[config.mk]
export PLATFORM = sky130hd
export DESIGN_NAME = coprosit_result_stage_flat
export DESIGN_NICKNAME = d
export VERILOG_FILES = /design/src/rtl/coprosit_pkg.sv /design/src/rtl/coprosit_result_stage_if.sv /design/src/rtl/coprosit_result_fifo.sv /design/src/rtl/coprosit_result_stage.sv /design/src/flat_wrapper.sv
export SDC_FILE = /design/constraint.sdc
export NUM_CORES = 1
export LEC_CHECK = 0
export ABC_CLOCK_PERIOD_IN_PS = 10450
export CORE_UTILIZATION = 50
export DETAILED_ROUTE_END_ITERATION = 12
export PLACE_DENSITY_LB_ADDON = 0.12
export SLEW_MARGIN = 25
export SYNTH_ARGS = -nofsm -noshare
export SYNTH_HDL_FRONTEND = slang
export SYNTH_SLANG_ARGS = --single-unit
[constraint.sdc]
create_clock -name clk_i -period 10.45 [get_ports clk_i]
set_input_delay 1.5675 -clock clk_i [delete_from_list [all_inputs] [get_ports clk_i]]
set_output_delay 1.5675 -clock clk_i [all_outputs]
set_load 0.02 [all_outputs]
[src/rtl/coprosit_pkg.sv]
// Shared types and constants for the coprosit result stage.
// Optional feature macro: COPROSIT_RESULT_BYPASS_EN (0-cycle bypass on an empty FIFO).
package coprosit_pkg;
  localparam int X_ID_WIDTH        = 4;
  localparam int RESULT_FIFO_DEPTH = 4;

  typedef struct packed {
    logic [X_ID_WIDTH-1:0] id;
    logic [31:0]           data;
    logic [4:0]            rd;
    logic                  we;
  } result_entry_t;

  // Memory completions carry only an ID; they never write the integer RF.
  function automatic result_entry_t mem_entry(input logic [X_ID_WIDTH-1:0] id);
    result_entry_t e;
    e      = '0;
    e.id   = id;
    return e;
  endfunction
endpackage

[src/rtl/coprosit_result_stage_if.sv]
// Execution-stage, memory-completion and CV-X-IF result signals of the result stage.
interface coprosit_result_stage_if;
  import coprosit_pkg::*;

  logic                  ex_valid_i;
  logic                  ex_ready_o;
  logic [X_ID_WIDTH-1:0] ex_id_i;
  logic [31:0]           ex_data_i;
  logic [4:0]            ex_rd_i;
  logic                  ex_we_i;
  logic                  mem_valid_i;
  logic [X_ID_WIDTH-1:0] mem_id_i;
  logic                  xif_result_valid_o;
  logic                  xif_result_ready_i;
  logic [X_ID_WIDTH-1:0] xif_result_id_o;
  logic [31:0]           xif_result_data_o;
  logic [4:0]            xif_result_rd_o;
  logic                  xif_result_we_o;

  // The result stage itself.
  modport slave (
    input  ex_valid_i, ex_id_i, ex_data_i, ex_rd_i, ex_we_i,
    input  mem_valid_i, mem_id_i, xif_result_ready_i,
    output ex_ready_o, xif_result_valid_o, xif_result_id_o,
    output xif_result_data_o, xif_result_rd_o, xif_result_we_o
  );

  // The surrounding pipeline and core.
  modport master (
    output ex_valid_i, ex_id_i, ex_data_i, ex_rd_i, ex_we_i,
    output mem_valid_i, mem_id_i, xif_result_ready_i,
    input  ex_ready_o, xif_result_valid_o, xif_result_id_o,
    input  xif_result_data_o, xif_result_rd_o, xif_result_we_o
  );
endinterface

[src/rtl/coprosit_result_fifo.sv]
// Generic result FIFO: storage, wrapping pointers and an occupancy counter.
// Full/empty come from the counter so pointer equality is never ambiguous.
module coprosit_result_fifo
  import coprosit_pkg::*;
#(
  parameter  int DEPTH = RESULT_FIFO_DEPTH,
  localparam int CW    = $clog2(DEPTH + 1),
  localparam int PW    = (DEPTH > 1) ? $clog2(DEPTH) : 1
) (
  input  logic          clk,
  input  logic          rst,
  input  logic          push,
  input  result_entry_t wdata,
  input  logic          pop,
  output result_entry_t head,
  output logic [CW-1:0] count,
  output logic          empty
);
  result_entry_t mem_q [DEPTH];
  logic [PW-1:0] rptr, wptr;
  logic          full, do_push, do_pop;

  assign empty   = (count == '0);
  assign full    = (count == CW'(DEPTH));
  assign do_pop  = pop & ~empty;
  // A push into a full FIFO is fine when the head leaves in the same cycle.
  assign do_push = push & (~full | do_pop);
  assign head    = empty ? '0 : mem_q[rptr];

  function automatic logic [PW-1:0] wrap_inc(input logic [PW-1:0] p);
    return (p == PW'(DEPTH - 1)) ? '0 : p + PW'(1);
  endfunction

  // Pointer and occupancy bookkeeping.
  always_ff @(posedge clk) begin
    if (rst) begin
      rptr  <= '0;
      wptr  <= '0;
      count <= '0;
    end else begin
      if (do_push) wptr <= wrap_inc(wptr);
      if (do_pop)  rptr <= wrap_inc(rptr);
      count <= count + CW'(do_push) - CW'(do_pop);
    end
  end

  // Entry storage; contents are don't-care until written.
  always_ff @(posedge clk) begin
    if (do_push) mem_q[wptr] <= wdata;
  end
endmodule

[src/rtl/coprosit_result_stage.sv]
// Result stage: merges memory completions and execution results into one
// in-order CV-X-IF result stream. One FIFO slot is held back for memory
// completions, which have no ready and must never be dropped.
// Optional feature macro: COPROSIT_RESULT_BYPASS_EN (0-cycle bypass on an empty FIFO).
module coprosit_result_stage
  import coprosit_pkg::*;
#(
  parameter  int DEPTH = RESULT_FIFO_DEPTH,
  localparam int CW    = $clog2(DEPTH + 1)
) (
  input  logic                    clk_i,
  input  logic                    rst_i,
  coprosit_result_stage_if.slave  res,
  output logic [CW-1:0]           count_o,
  output logic                    overflow_o
);
  result_entry_t in_entry, head, out_entry;
  logic [CW-1:0] count;
  logic [CW:0]   free;
  logic          empty, fifo_push, fifo_pop, ex_acc, in_valid, mem_drop;
  logic          bypass_take, out_valid, overflow_q;

  // Popping only looks at stored state, which keeps ex_ready free of any loop
  // through the bypass path (an empty FIFO has free = DEPTH anyway).
  assign fifo_pop = ~rst_i & ~empty & res.xif_result_ready_i;
  assign free     = (CW+1)'(DEPTH) - {1'b0, count} + (CW+1)'(fifo_pop);

  assign res.ex_ready_o = ~rst_i & ~res.mem_valid_i & (free >= (CW+1)'(2));
  assign ex_acc   = res.ex_valid_i & res.ex_ready_o;
  assign in_valid = res.mem_valid_i | ex_acc;
  assign in_entry = res.mem_valid_i ? mem_entry(res.mem_id_i)
                  : '{id: res.ex_id_i, data: res.ex_data_i, rd: res.ex_rd_i, we: res.ex_we_i};
  assign mem_drop = res.mem_valid_i & (free == '0);

`ifdef COPROSIT_RESULT_BYPASS_EN
  assign bypass_take = empty & in_valid & res.xif_result_ready_i;
  assign out_valid   = ~rst_i & (~empty | in_valid);
  assign out_entry   = rst_i ? '0 : ((empty & in_valid) ? in_entry : head);
`else
  assign bypass_take = 1'b0;
  assign out_valid   = ~rst_i & ~empty;
  assign out_entry   = rst_i ? '0 : head;
`endif

  assign fifo_push = ~rst_i & in_valid & ~mem_drop & ~bypass_take;

  coprosit_result_fifo #(.DEPTH(DEPTH)) u_fifo (
    .clk   (clk_i),
    .rst   (rst_i),
    .push  (fifo_push),
    .wdata (in_entry),
    .pop   (fifo_pop),
    .head  (head),
    .count (count),
    .empty (empty)
  );

  // Sticky flag for a memory completion that found no room.
  always_ff @(posedge clk_i) begin
    if (rst_i)         overflow_q <= 1'b0;
    else if (mem_drop) overflow_q <= 1'b1;
  end

  assign res.xif_result_valid_o = out_valid;
  assign res.xif_result_id_o    = out_entry.id;
  assign res.xif_result_data_o  = out_entry.data;
  assign res.xif_result_rd_o    = out_entry.rd;
  assign res.xif_result_we_o    = out_entry.we;
  assign count_o    = rst_i ? '0 : count;
  assign overflow_o = ~rst_i & overflow_q;
endmodule

[src/flat_wrapper.sv]
// flat-port wrapper written by rule: the top's interface ports become plain ports
module coprosit_result_stage_flat import coprosit_pkg::*;
#(
  parameter  int DEPTH = RESULT_FIFO_DEPTH,
  localparam int CW    = $clog2(DEPTH + 1)
)
  (clk_i, rst_i, count_o, overflow_o, res_ex_valid_i, res_ex_id_i, res_ex_data_i, res_ex_rd_i, res_ex_we_i, res_mem_valid_i, res_mem_id_i, res_xif_result_ready_i, res_ex_ready_o, res_xif_result_valid_o, res_xif_result_id_o, res_xif_result_data_o, res_xif_result_rd_o, res_xif_result_we_o);
  coprosit_result_stage_if res_i ();
  input  logic clk_i;
  input  logic rst_i;
  output logic [CW-1:0] count_o;
  output logic overflow_o;
  input wire logic [$bits(res_i.ex_valid_i)-1:0] res_ex_valid_i;
  input wire logic [$bits(res_i.ex_id_i)-1:0] res_ex_id_i;
  input wire logic [$bits(res_i.ex_data_i)-1:0] res_ex_data_i;
  input wire logic [$bits(res_i.ex_rd_i)-1:0] res_ex_rd_i;
  input wire logic [$bits(res_i.ex_we_i)-1:0] res_ex_we_i;
  input wire logic [$bits(res_i.mem_valid_i)-1:0] res_mem_valid_i;
  input wire logic [$bits(res_i.mem_id_i)-1:0] res_mem_id_i;
  input wire logic [$bits(res_i.xif_result_ready_i)-1:0] res_xif_result_ready_i;
  output wire logic [$bits(res_i.ex_ready_o)-1:0] res_ex_ready_o;
  output wire logic [$bits(res_i.xif_result_valid_o)-1:0] res_xif_result_valid_o;
  output wire logic [$bits(res_i.xif_result_id_o)-1:0] res_xif_result_id_o;
  output wire logic [$bits(res_i.xif_result_data_o)-1:0] res_xif_result_data_o;
  output wire logic [$bits(res_i.xif_result_rd_o)-1:0] res_xif_result_rd_o;
  output wire logic [$bits(res_i.xif_result_we_o)-1:0] res_xif_result_we_o;
  assign res_i.ex_valid_i = res_ex_valid_i;
  assign res_i.ex_id_i = res_ex_id_i;
  assign res_i.ex_data_i = res_ex_data_i;
  assign res_i.ex_rd_i = res_ex_rd_i;
  assign res_i.ex_we_i = res_ex_we_i;
  assign res_i.mem_valid_i = res_mem_valid_i;
  assign res_i.mem_id_i = res_mem_id_i;
  assign res_i.xif_result_ready_i = res_xif_result_ready_i;
  assign res_ex_ready_o = res_i.ex_ready_o;
  assign res_xif_result_valid_o = res_i.xif_result_valid_o;
  assign res_xif_result_id_o = res_i.xif_result_id_o;
  assign res_xif_result_data_o = res_i.xif_result_data_o;
  assign res_xif_result_rd_o = res_i.xif_result_rd_o;
  assign res_xif_result_we_o = res_i.xif_result_we_o;
  coprosit_result_stage #(.DEPTH(DEPTH)) u_core (.clk_i(clk_i), .rst_i(rst_i), .res(res_i), .count_o(count_o), .overflow_o(overflow_o));
endmodule
==> flow_summary.html, run 1 <==
<table>
<tr><th>Metric</th><th>Value</th></tr>
<tr><th colspan="2">Die</th></tr>
<tr><td>Core region area</td><td>14,000 sq um</td></tr>
<tr><td>Y dimension of the die</td><td>122 um</td></tr>
<tr><td>Starting Density</td><td>0.516</td></tr>
<tr><td>Count of standard-cell rows</td><td>43</td></tr>
<tr><td>Die ar.</td><td>14,900 sq um</td></tr>
<tr><td>Die X-Extent</td><td>122 um</td></tr>
<tr><td>Boundary pin count</td><td>99</td></tr>
<tr><th colspan="2">Cells and area</th></tr>
<tr><td>Area occupied by registers</td><td>5250 sq um</td></tr>
<tr><td>Ratio of cells with drive above 1 in the final layout</td><td>0.185</td></tr>
<tr><td>Nets@finish</td><td>544</td></tr>
<tr><td>Inserted Diodes</td><td>0</td></tr>
<tr><td>Layout-stage area growth over the synthesis result</td><td>24.8%</td></tr>
<tr><td>Post-route cell area</td><td>9010 sq um</td></tr>
<tr><td>Area of the multi-input gates</td><td>1880 sq um</td></tr>
<tr><td>Filler Cell Count</td><td>989</td></tr>
<tr><th colspan="2">Power</th></tr>
<tr><td>Int Power</td><td>1570 uW</td></tr>
<tr><td>Share of total power in combinational logic</td><td>0.240</td></tr>
<tr><td>Power share of the sequential group</td><td>0.455</td></tr>
<tr><td>Net Sw Power</td><td>560 uW</td></tr>
<tr><td>Share of power burned in the clock network</td><td>0.305</td></tr>
<tr><td>Total Power</td><td>2130 uW</td></tr>
<tr><td>Share of total power consumed by net switching</td><td>0.262</td></tr>
<tr><td>Static power due to leakage</td><td>0.00296 uW</td></tr>
<tr><td>Peak VDD IR</td><td>0.000104 V</td></tr>
<tr><td>Power density over the cells</td><td>236 nW/um^2</td></tr>
<tr><th colspan="2">Detailed routing</th></tr>
<tr><td>DR iter-0 viols</td><td>302</td></tr>
<tr><td>Overall routed net length</td><td>12.9 mm</td></tr>
<tr><td>Number of antenna-violating nets in the routed design</td><td>0</td></tr>
<tr><td>Number of detailed-routing iterations run before antenna repair</td><td>4</td></tr>
<tr><td>Vias</td><td>3,629</td></tr>
<tr><td>Via density per instance</td><td>5.37</td></tr>
<tr><td>Wire length per cell</td><td>19.1 um</td></tr>
<tr><td>Detailed-route DRC error count</td><td>0</td></tr>
<tr><th colspan="2">Yosys</th></tr>
<tr><td>Top-count cell post-synth</td><td>sky130_fd_sc_hd__edfxtp_1</td></tr>
<tr><td>Top post-synthesis cells by count</td><td>sky130_fd_sc_hd__edfxtp_1, sky130_fd_sc_hd__and2_1, sky130_fd_sc_hd__mux4_2, sky130_fd_sc_hd__nor2b_1, sky130_fd_sc_hd__clkbuf_1</td></tr>
<tr><td>Number of warning messages in the yosys log</td><td>0</td></tr>
<tr><td>Number of enable flip-flop cells after synthesis</td><td>168</td></tr>
<tr><td>Syn_area_per_cell</td><td>19.0 sq um</td></tr>
<tr><td>Synthesized Nets</td><td>441</td></tr>
<tr><td>Post-synth cell types</td><td>30</td></tr>
<tr><td>Largest area contributor in the synthesized netlist</td><td>sky130_fd_sc_hd__edfxtp_1</td></tr>
<tr><td>Post-synthesis sequential area ratio</td><td>0.726</td></tr>
<tr><td>Area share of the largest cell type after synthesis</td><td>0.699</td></tr>
<tr><td>Leading cell types by total area after synthesis</td><td>sky130_fd_sc_hd__edfxtp_1, sky130_fd_sc_hd__mux4_2, sky130_fd_sc_hd__and2_1</td></tr>
<tr><td>Cell Area, Synth</td><td>7220 sq um</td></tr>
<tr><td>Fraction of synthesis flops using an asynchronous set or reset pin</td><td>0</td></tr>
<tr><td>Number of register bits inferred by synthesis</td><td>178</td></tr>
<tr><td>Synth Instances</td><td>380</td></tr>
<tr><td>Most frequently used flop master after synthesis</td><td>sky130_fd_sc_hd__edfxtp_1</td></tr>
<tr><th colspan="2">Critical path</th></tr>
<tr><td>Critical Setup Path Class</td><td>input port to primary output</td></tr>
<tr><td>Critical path's top delay family</td><td>simple AND/OR/NAND/NOR gates</td></tr>
<tr><td>Launching element of the worst setup path</td><td>rst_i</td></tr>
<tr><td>Slowest CP cell</td><td>sky130_fd_sc_hd__nor2_4</td></tr>
<tr><td>Startpoint types</td><td>input port</td></tr>
<tr><td>R2R Setup Slk</td><td>6570 ps</td></tr>
<tr><td>Slowest cell delay on critical path</td><td>880 ps</td></tr>
<tr><td>Required time of the worst setup path</td><td>8880 ps</td></tr>
<tr><td>Crit path buffers/inverters</td><td>3</td></tr>
<tr><td>Biggest fanout along the worst timing path</td><td>45</td></tr>
<tr><td>Terminus of the critical flop-to-flop path</td><td>u_core.u_fifo.mem_q[0][16]</td></tr>
<tr><td>Series of cell instances along the critical path</td><td>clkdlybuf4s50_1, nor2_4, nand2_1, ha_1, inv_1, ha_1, nand4b_1, a21oi_1, nor3_1, clkdlybuf4s50_1</td></tr>
<tr><td>Arrival time of data at the critical path endpoint</td><td>4970 ps</td></tr>
<tr><td>Worst R2R Start</td><td>u_core.u_fifo.count[0]</td></tr>
<tr><td>Endpoint class of the critical path</td><td>primary output</td></tr>
<tr><td>End point of the critical path</td><td>res_ex_ready_o</td></tr>
<tr><td>Critical Path Stages</td><td>10</td></tr>
<tr><td>Reg2reg path depth</td><td>12</td></tr>
<tr><th colspan="2">GRT</th></tr>
<tr><td>Wire length of the first global-routing pass</td><td>19.4 mm</td></tr>
<tr><td>Pin count of the biggest net entering global routing</td><td>46</td></tr>
<tr><td>GRT Util Overall</td><td>0.184</td></tr>
<tr><td>Overflow left after global routing</td><td>0</td></tr>
<tr><td>Vias in the first global route</td><td>3,661</td></tr>
<tr><td>Number of antenna violations at the first check in global routing</td><td>0</td></tr>
<tr><th colspan="2">STA</th></tr>
<tr><td>Time the final worst path needs with I/O delays and setup</td><td>6530 ps</td></tr>
<tr><td>Post-route setup TNS</td><td>0 ps</td></tr>
<tr><td>Final count of negative-setup-slack endpoints</td><td>0</td></tr>
<tr><td>Worst-case clock skew</td><td>7.37 ps</td></tr>
<tr><td>Worst Tran Pin Value</td><td>947 ps</td></tr>
<tr><td>Setup repair after global routing missed its margin</td><td>no</td></tr>
<tr><td>Period Utilization, post-route</td><td>0.625</td></tr>
<tr><td>Fin. max-slew vios</td><td>0</td></tr>
<tr><td>Number of endpoints with negative hold slack in the final report</td><td>0</td></tr>
<tr><td>Achievable clock frequency</td><td>153 MHz</td></tr>
<tr><td>Setup slack after layout</td><td>3920 ps</td></tr>
<tr><td>Slew Limit Headroom</td><td>0.367</td></tr>
<tr><th colspan="2">Place</th></tr>
<tr><td>HPWL after detailed placement</td><td>7.15 mm</td></tr>
<tr><td>Setup WS pre-CTS</td><td>3870 ps</td></tr>
<tr><td>Post-detailed-placement cell area</td><td>8400 sq um</td></tr>
<tr><td># port buffers</td><td>98</td></tr>
<tr><td>Final GP Congestion</td><td>0.782</td></tr>
<tr><th colspan="2">Clocking</th></tr>
<tr><td>Post-cts hold buffer count</td><td>0</td></tr>
<tr><td>CTS H-Tree Depth</td><td>4</td></tr>
<tr><td>Clock tree from TritonCTS</td><td>done</td></tr>
<tr><td>Post-CTS resize count</td><td>0</td></tr>
<tr><td>Count of clock tree sinks</td><td>178</td></tr>
<tr><td>Insertion delay to the later sink of the worst-skew pair</td><td>420 ps</td></tr>
<tr><td>Maximum clock insertion buffer count</td><td>2</td></tr>
<tr><td>Number of post-CTS setup repair buffers</td><td>0</td></tr>
<tr><td>Total CTS buffers</td><td>17</td></tr>
<tr><td>Register clock-pin slew on the reported worst setup and hold paths</td><td>60 ps</td></tr>
<tr><td>Root cell of the clock tree</td><td>sky130_fd_sc_hd__clkbuf_16</td></tr>
<tr><th colspan="2">Min path</th></tr>
<tr><td>Worst min-delay path category</td><td>flip-flop to flip-flop</td></tr>
<tr><td>Origin of the worst min-delay path</td><td>u_core.overflow_q</td></tr>
<tr><th colspan="2">Job</th></tr>
<tr><td>Max_cap viols</td><td>0</td></tr>
<tr><th colspan="2">Run status</th></tr>
<tr><td>Outcome</td><td>finished, final reports clean</td></tr>
</table>
[worst register-to-register path, cell delays in order (launching register included)]
cell,delay [ps]
sky130_fd_sc_hd__dfxtp_1,410
sky130_fd_sc_hd__nor3_1,110
sky130_fd_sc_hd__nor2_4,720
sky130_fd_sc_hd__nand2_1,300
sky130_fd_sc_hd__ha_1,290
sky130_fd_sc_hd__inv_1,60
sky130_fd_sc_hd__ha_1,160
sky130_fd_sc_hd__or2_1,120
sky130_fd_sc_hd__a21oi_1,100
sky130_fd_sc_hd__o32ai_2,290
sky130_fd_sc_hd__and2b_4,260
sky130_fd_sc_hd__and2_2,150
sky130_fd_sc_hd__buf_4,530
[cells by family after synthesis]
group / count (synthesis) / share of synthesized area
fa+ha+maj: 10 / 0.0184
flops: 178 / 0.726
compound gates: 8 / 0.00780
simple gates: 110 / 0.0927
mux: 47 / 0.139
buf+inv: 26 / 0.0144
xor+xnor: 1 / 0.00121
[stage by stage]
stage / hold slack [ps] / cells / util
2_1_floorplan: 429 / 380 / -
3_3_place_gp: 444 / 644 / 0.601
4_1_cts: 474 / 676 / 0.644
3_5_place_dp: 460 / 644 / 0.601
5_1_grt: 509 / 676 / 0.644
6_report: 471 / 676 / 0.644
[area by class of cell]
class	count	share of cell area
inverter	6	0.00250
tap	180	0.0250
timing repair buffer	104	0.113
multi-input combinational	176	0.209
clock inverter	11	0.0179
clock buffer	21	0.0500
sequential	178	0.582
[sequential cells by signal, summed over array words and instances, names as in the netlist, named ones only]
name and cells:
u_core.u_fifo.mem_q 168, u_core.u_fifo.count 3, u_core.u_fifo.rptr 2, u_core.u_fifo.wptr 2
u_core.overflow_q 1
[layout by cell type, fill, tap and decap left out]
cell | synthesis | routed
sky130_fd_sc_hd__a21o_1 | 1 | 1
sky130_fd_sc_hd__a21oi_1 | 5 | 5
sky130_fd_sc_hd__and2_1 | 46 | 42
sky130_fd_sc_hd__and2_2 | 0 | 4
sky130_fd_sc_hd__and2b_4 | 1 | 1
sky130_fd_sc_hd__buf_2 | 5 | 1
sky130_fd_sc_hd__buf_4 | 0 | 6
sky130_fd_sc_hd__bufinv_16 | 0 | 4
sky130_fd_sc_hd__clkbuf_1 | 14 | 3
sky130_fd_sc_hd__clkbuf_16 | 0 | 17
sky130_fd_sc_hd__clkbuf_8 | 0 | 1
sky130_fd_sc_hd__clkdlybuf4s50_1 | 0 | 97
sky130_fd_sc_hd__clkinv_2 | 0 | 5
sky130_fd_sc_hd__clkinv_4 | 0 | 1
sky130_fd_sc_hd__clkinvlp_4 | 0 | 1
sky130_fd_sc_hd__dfxtp_1 | 10 | 8
sky130_fd_sc_hd__dfxtp_2 | 0 | 1
sky130_fd_sc_hd__dfxtp_4 | 0 | 1
sky130_fd_sc_hd__edfxtp_1 | 168 | 168
sky130_fd_sc_hd__fa_1 | 1 | 1
sky130_fd_sc_hd__ha_1 | 9 | 9
sky130_fd_sc_hd__inv_1 | 6 | 6
sky130_fd_sc_hd__mux2_2 | 4 | 4
sky130_fd_sc_hd__mux2_4 | 1 | 1
sky130_fd_sc_hd__mux4_2 | 42 | 42
sky130_fd_sc_hd__nand2_1 | 3 | 3
sky130_fd_sc_hd__nand2b_1 | 2 | 2
sky130_fd_sc_hd__nand3_1 | 1 | 1
sky130_fd_sc_hd__nand3b_1 | 1 | 1
sky130_fd_sc_hd__nand4b_1 | 1 | 1
sky130_fd_sc_hd__nor2_1 | 7 | 7
sky130_fd_sc_hd__nor2_4 | 0 | 1
sky130_fd_sc_hd__nor2b_1 | 42 | 42
sky130_fd_sc_hd__nor3_1 | 2 | 2
sky130_fd_sc_hd__nor4b_1 | 1 | 1
sky130_fd_sc_hd__o31ai_1 | 1 | 1
sky130_fd_sc_hd__o32ai_2 | 1 | 1
sky130_fd_sc_hd__or2_1 | 1 | 1
sky130_fd_sc_hd__or3_1 | 1 | 1
sky130_fd_sc_hd__xor2_1 | 1 | 1
[metal layers]
| metal | track usage | wire (um) | vias up |
|---|---|---|---|
| li1 | - | - | 1667 |
| met1 | 0.237 | 5470 | 1858 |
| met2 | 0.300 | 6730 | 90 |
| met5 | 0 | 0 | - |
| met3 | 0.0463 | 504 | 14 |
| met4 | 0.0770 | 209 | 0 |
[how the worst min path moves through the flow]
stage	endpoint	slack [ps]	cells after the start
floorplan	u_core.overflow_q	430	2
global placement	u_core.overflow_q	440	2
detailed placement	u_core.overflow_q	460	2
CTS	u_core.overflow_q	470	2
global route	flip-flop	510	2
finish	u_core.overflow_q	470	2
[power by group through the flow]
stage	clock (uW)	combinational, uW	sequential, uW
2_1_floorplan	0	338	954
3_3_place_gp	0	514	980
3_5_place_dp	0	520	987
4_1_cts	664	522	973
5_1_grt	693	553	983
6_report	651	511	969
Power figures use the tool's default switching activity.
==> run 2: changes to the inputs <==
--- a/config.mk
+++ b/config.mk
@@ -5,8 +5,8 @@
 export SDC_FILE = /design/constraint.sdc
 export NUM_CORES = 1
 export LEC_CHECK = 0
-export ABC_CLOCK_PERIOD_IN_PS = 10450
-export CORE_UTILIZATION = 50
+export ABC_CLOCK_PERIOD_IN_PS = 5700
+export CORE_UTILIZATION = 49
 export DETAILED_ROUTE_END_ITERATION = 12
 export PLACE_DENSITY_LB_ADDON = 0.12
 export SLEW_MARGIN = 25
==> constraint.sdc (replaced) <==
create_clock -name clk_i -period 5.7 [get_ports clk_i]
set_input_delay 0.855 -clock clk_i [delete_from_list [all_inputs] [get_ports clk_i]]
set_output_delay 0.855 -clock clk_i [all_outputs]
set_load 0.02 [all_outputs]
==> run 2 against run 1 <==
Sequential share of layout area is essentially flat. Clock power grew 77%. Routed wire length grew 1.7%. Critical path depth is the same. Sequential power grew 83%. Worst setup slack lost 2500 ps. Highest routed layer unchanged. Register-to-register slack lost 4300 ps.
==> flow_summary.html, run 2 (synthesized netlist as in run 1, its figures left out) <==
<table>
<tr><th>Metric</th><th>Value</th></tr>
<tr><th colspan="2">Run status</th></tr>
<tr><td>Outcome</td><td>finished, final reports clean (unchanged)</td></tr>
<tr><th colspan="2">Place</th></tr>
<tr><td>HPWL after detailed placement</td><td>7.70 mm (was 7.15 mm)</td></tr>
<tr><td>Final GP Congestion</td><td>0.736 (was 0.782)</td></tr>
<tr><td># port buffers</td><td>98 (unchanged)</td></tr>
<tr><td>Post-detailed-placement cell area</td><td>8410 sq um (was 8400 sq um)</td></tr>
<tr><td>Placed insts</td><td>649 (was 644)</td></tr>
<tr><th colspan="2">Clocking</th></tr>
<tr><td>Insertion delay to the later sink of the worst-skew pair</td><td>420 ps (about the same)</td></tr>
<tr><td>CTS H-Tree Depth</td><td>4 (unchanged)</td></tr>
<tr><td>Maximum clock insertion buffer count</td><td>2 (unchanged)</td></tr>
<tr><td>Count of clock tree sinks</td><td>178 (unchanged)</td></tr>
<tr><td>Total CTS buffers</td><td>17 (unchanged)</td></tr>
<tr><td>Register clock-pin slew on the reported worst setup and hold paths</td><td>60 ps (about the same)</td></tr>
<tr><td>Root cell of the clock tree</td><td>sky130_fd_sc_hd__clkbuf_16 (unchanged)</td></tr>
<tr><td>Number of post-CTS setup repair buffers</td><td>0 (unchanged)</td></tr>
<tr><td>Post-CTS resize count</td><td>0 (unchanged)</td></tr>
<tr><td>Clock tree from TritonCTS</td><td>done (unchanged)</td></tr>
<tr><td>Post-cts hold buffer count</td><td>0 (unchanged)</td></tr>
<tr><th colspan="2">GRT</th></tr>
<tr><td>GRT Util Overall</td><td>0.189 (was 0.184)</td></tr>
<tr><td>Wire length of the first global-routing pass</td><td>19.9 mm (was 19.4 mm)</td></tr>
<tr><td>Overflow left after global routing</td><td>0 (unchanged)</td></tr>
<tr><td>Number of antenna violations at the first check in global routing</td><td>0 (unchanged)</td></tr>
<tr><td>Vias in the first global route</td><td>3,769 (was 3,661)</td></tr>
<tr><td>Pin count of the biggest net entering global routing</td><td>45 (was 46)</td></tr>
<tr><th colspan="2">STA</th></tr>
<tr><td>Achievable clock frequency</td><td>231 MHz</td></tr>
<tr><td>Time the final worst path needs with I/O delays and setup</td><td>4330 ps</td></tr>
<tr><td>Slew Limit Headroom</td><td>0.406 (was 0.367)</td></tr>
<tr><td>Worst hold slack after final layout</td><td>479 ps (was 471 ps)</td></tr>
<tr><td>Worst-case clock skew</td><td>3.40 ps (was 7.37 ps)</td></tr>
<tr><td>Final count of negative-setup-slack endpoints</td><td>0 (unchanged)</td></tr>
<tr><td>Fin. max-slew vios</td><td>0 (unchanged)</td></tr>
<tr><td>Setup repair after global routing missed its margin</td><td>no (unchanged)</td></tr>
<tr><td>Post-route setup TNS</td><td>0 ps (unchanged)</td></tr>
<tr><td>Number of endpoints with negative hold slack in the final report</td><td>0 (unchanged)</td></tr>
<tr><td>Worst Tran Pin Value</td><td>891 ps (was 947 ps)</td></tr>
<tr><td>Period Utilization, post-route</td><td>0.759</td></tr>
<tr><th colspan="2">Detailed routing</th></tr>
<tr><td>Via density per instance</td><td>5.31 (was 5.37)</td></tr>
<tr><td>Overall routed net length</td><td>13.1 mm (was 12.9 mm)</td></tr>
<tr><td>Wire length per cell</td><td>19.3 um (was 19.1 um)</td></tr>
<tr><td>DR iter-0 viols</td><td>274 (was 302)</td></tr>
<tr><td>Detailed-route DRC error count</td><td>0 (unchanged)</td></tr>
<tr><td>Number of antenna-violating nets in the routed design</td><td>0 (unchanged)</td></tr>
<tr><td>Number of detailed-routing iterations run before antenna repair</td><td>4 (unchanged)</td></tr>
<tr><td>Vias</td><td>3,616 (was 3,629)</td></tr>
<tr><th colspan="2">Die</th></tr>
<tr><td>Y dimension of the die</td><td>123 um (was 122 um)</td></tr>
<tr><td>Core region area</td><td>14,500 sq um (was 14,000 sq um)</td></tr>
<tr><td>Boundary pin count</td><td>99 (unchanged)</td></tr>
<tr><td>Die ar.</td><td>15,200 sq um (was 14,900 sq um)</td></tr>
<tr><td>Die X-Extent</td><td>123 um (was 122 um)</td></tr>
<tr><td>Starting Density</td><td>0.499 (was 0.516)</td></tr>
<tr><td>Count of standard-cell rows</td><td>44 (was 43)</td></tr>
<tr><th colspan="2">Critical path</th></tr>
<tr><td>Startpoint types</td><td>input port (unchanged)</td></tr>
<tr><td>Required time of the worst setup path</td><td>4850 ps (was 8880 ps)</td></tr>
<tr><td>Biggest fanout along the worst timing path</td><td>16 (was 45)</td></tr>
<tr><td>Arrival time of data at the critical path endpoint</td><td>3470 ps (was 4970 ps)</td></tr>
<tr><td>Endpoint class of the critical path</td><td>primary output (unchanged)</td></tr>
<tr><td>Critical Setup Path Class</td><td>input port to primary output (unchanged)</td></tr>
<tr><th colspan="2">Cells and area</th></tr>
<tr><td>Top library cells by usage in the layout, fill and taps aside</td><td>sky130_fd_sc_hd__edfxtp_1, sky130_fd_sc_hd__clkdlybuf4s50_1, sky130_fd_sc_hd__nor2b_1, sky130_fd_sc_hd__mux4_2, sky130_fd_sc_hd__and2_1 (unchanged)</td></tr>
<tr><td>Registers with the highest flip-flop counts</td><td>u_core.u_fifo.mem_q x168, u_core.u_fifo.count x3 (unchanged)</td></tr>
<tr><td>Non-filler instance count after layout</td><td>681 (was 676)</td></tr>
<tr><td>Nets@finish</td><td>545 (was 544)</td></tr>
<tr><td>Biggest register</td><td>u_core.u_fifo.mem_q (unchanged)</td></tr>
<tr><td>Most frequent standard cell in the layout excluding fill and tap cells</td><td>sky130_fd_sc_hd__edfxtp_1 (unchanged)</td></tr>
<tr><td>Post-route cell area</td><td>9010 sq um (about the same)</td></tr>
<tr><td>Ratio of cells with drive above 1 in the final layout</td><td>0.187 (was 0.185)</td></tr>
<tr><td>Flip-flop count of the largest register, all copies and words added</td><td>168 (unchanged)</td></tr>
<tr><td>Inserted Diodes</td><td>0 (unchanged)</td></tr>
<tr><td>Layout-stage area growth over the synthesis result</td><td>24.7% (was 24.8%)</td></tr>
<tr><td>Post-Route Utilization</td><td>0.622 (was 0.644)</td></tr>
<tr><th colspan="2">Power</th></tr>
<tr><td>Peak VDD IR</td><td>0.000366 V (was 0.000104 V)</td></tr>
<tr><td>Static power due to leakage</td><td>0.00294 uW (was 0.00296 uW)</td></tr>
<tr><td>Power density over the cells</td><td>429 nW/um^2 (was 236 nW/um^2)</td></tr>
<tr><th colspan="2">Job</th></tr>
<tr><td>Max_cap viols</td><td>0 (unchanged)</td></tr>
<tr><th colspan="2">Min path</th></tr>
<tr><td>Worst min-delay path category</td><td>flip-flop to flip-flop (unchanged)</td></tr>
</table>
run 2: changes by cell type in the layout (fill, tap and decap cells not counted), moves of 2 or more:
| cell | previous run | this run |
|---|---|---|
| sky130_fd_sc_hd__clkinv_1 | 0 | 2 |
| sky130_fd_sc_hd__clkbuf_1 | 3 | 1 |
| sky130_fd_sc_hd__clkinv_2 | 5 | 2 |
| sky130_fd_sc_hd__clkinvlp_4 | 1 | 4 |
run 2: per-layer routing:
metal | vias up | global-route usage | wire length (um)
met5 | - | 0 | 0
met4 | 0 | 0.0587 | 134
met3 | 10 | 0.0535 | 457
met2 | 82 | 0.336 | 7020
met1 | 1846 | 0.220 | 5520
li1 | 1678 | - | -
run 2: report_power, final:
group / switching (uW) / internal, uW / total [uW] / leakage, uW
Sequential: 93.3 / 1680 / 1770 / 0.00164
Clock: 461 / 686 / 1150 / 0.000277
Combinational: 480 / 461 / 941 / 0.00102
run 2: area by class of cell:
class,instances,area [sq um]
fill,1054,5470
clock buffer,18,429
timing repair buffer,105,1030
sequential,178,5250
multi-input combinational,176,1880
clock inverter,14,164
inverter,6,22.5
tap,184,230
run 2: worst paths after layout:
check / start / to / slack, ps / cells past startpoint
worst min register to register: u_core.overflow_q / u_core.overflow_q / 480 / 2
worst max-delay path: rst_i / res_ex_ready_o / 1370 / 10
worst min-delay path: u_core.overflow_q / u_core.overflow_q / 480 / 2
worst max register to register: u_core.u_fifo.count[1] / u_core.u_fifo.mem_q[2][21] / 2300 / 12
run 2: metrics by stage:
stage	power (uW)	setup WS (ps)
global route	4040	1150
CTS	3920	1350
detailed placement	2760	1150
global placement	2740	1250
finish	3860	1370
floorplan	2370	1980
run 2: worst max-delay path: stages:
cell,delay [ps]
sky130_fd_sc_hd__clkdlybuf4s50_1,860
sky130_fd_sc_hd__nor2_4,70
sky130_fd_sc_hd__nand2_1,180
sky130_fd_sc_hd__ha_1,190
sky130_fd_sc_hd__inv_1,40
sky130_fd_sc_hd__ha_1,200
sky130_fd_sc_hd__or2_1,230
sky130_fd_sc_hd__a21oi_1,220
sky130_fd_sc_hd__nor3_1,70
sky130_fd_sc_hd__clkdlybuf4s50_1,560
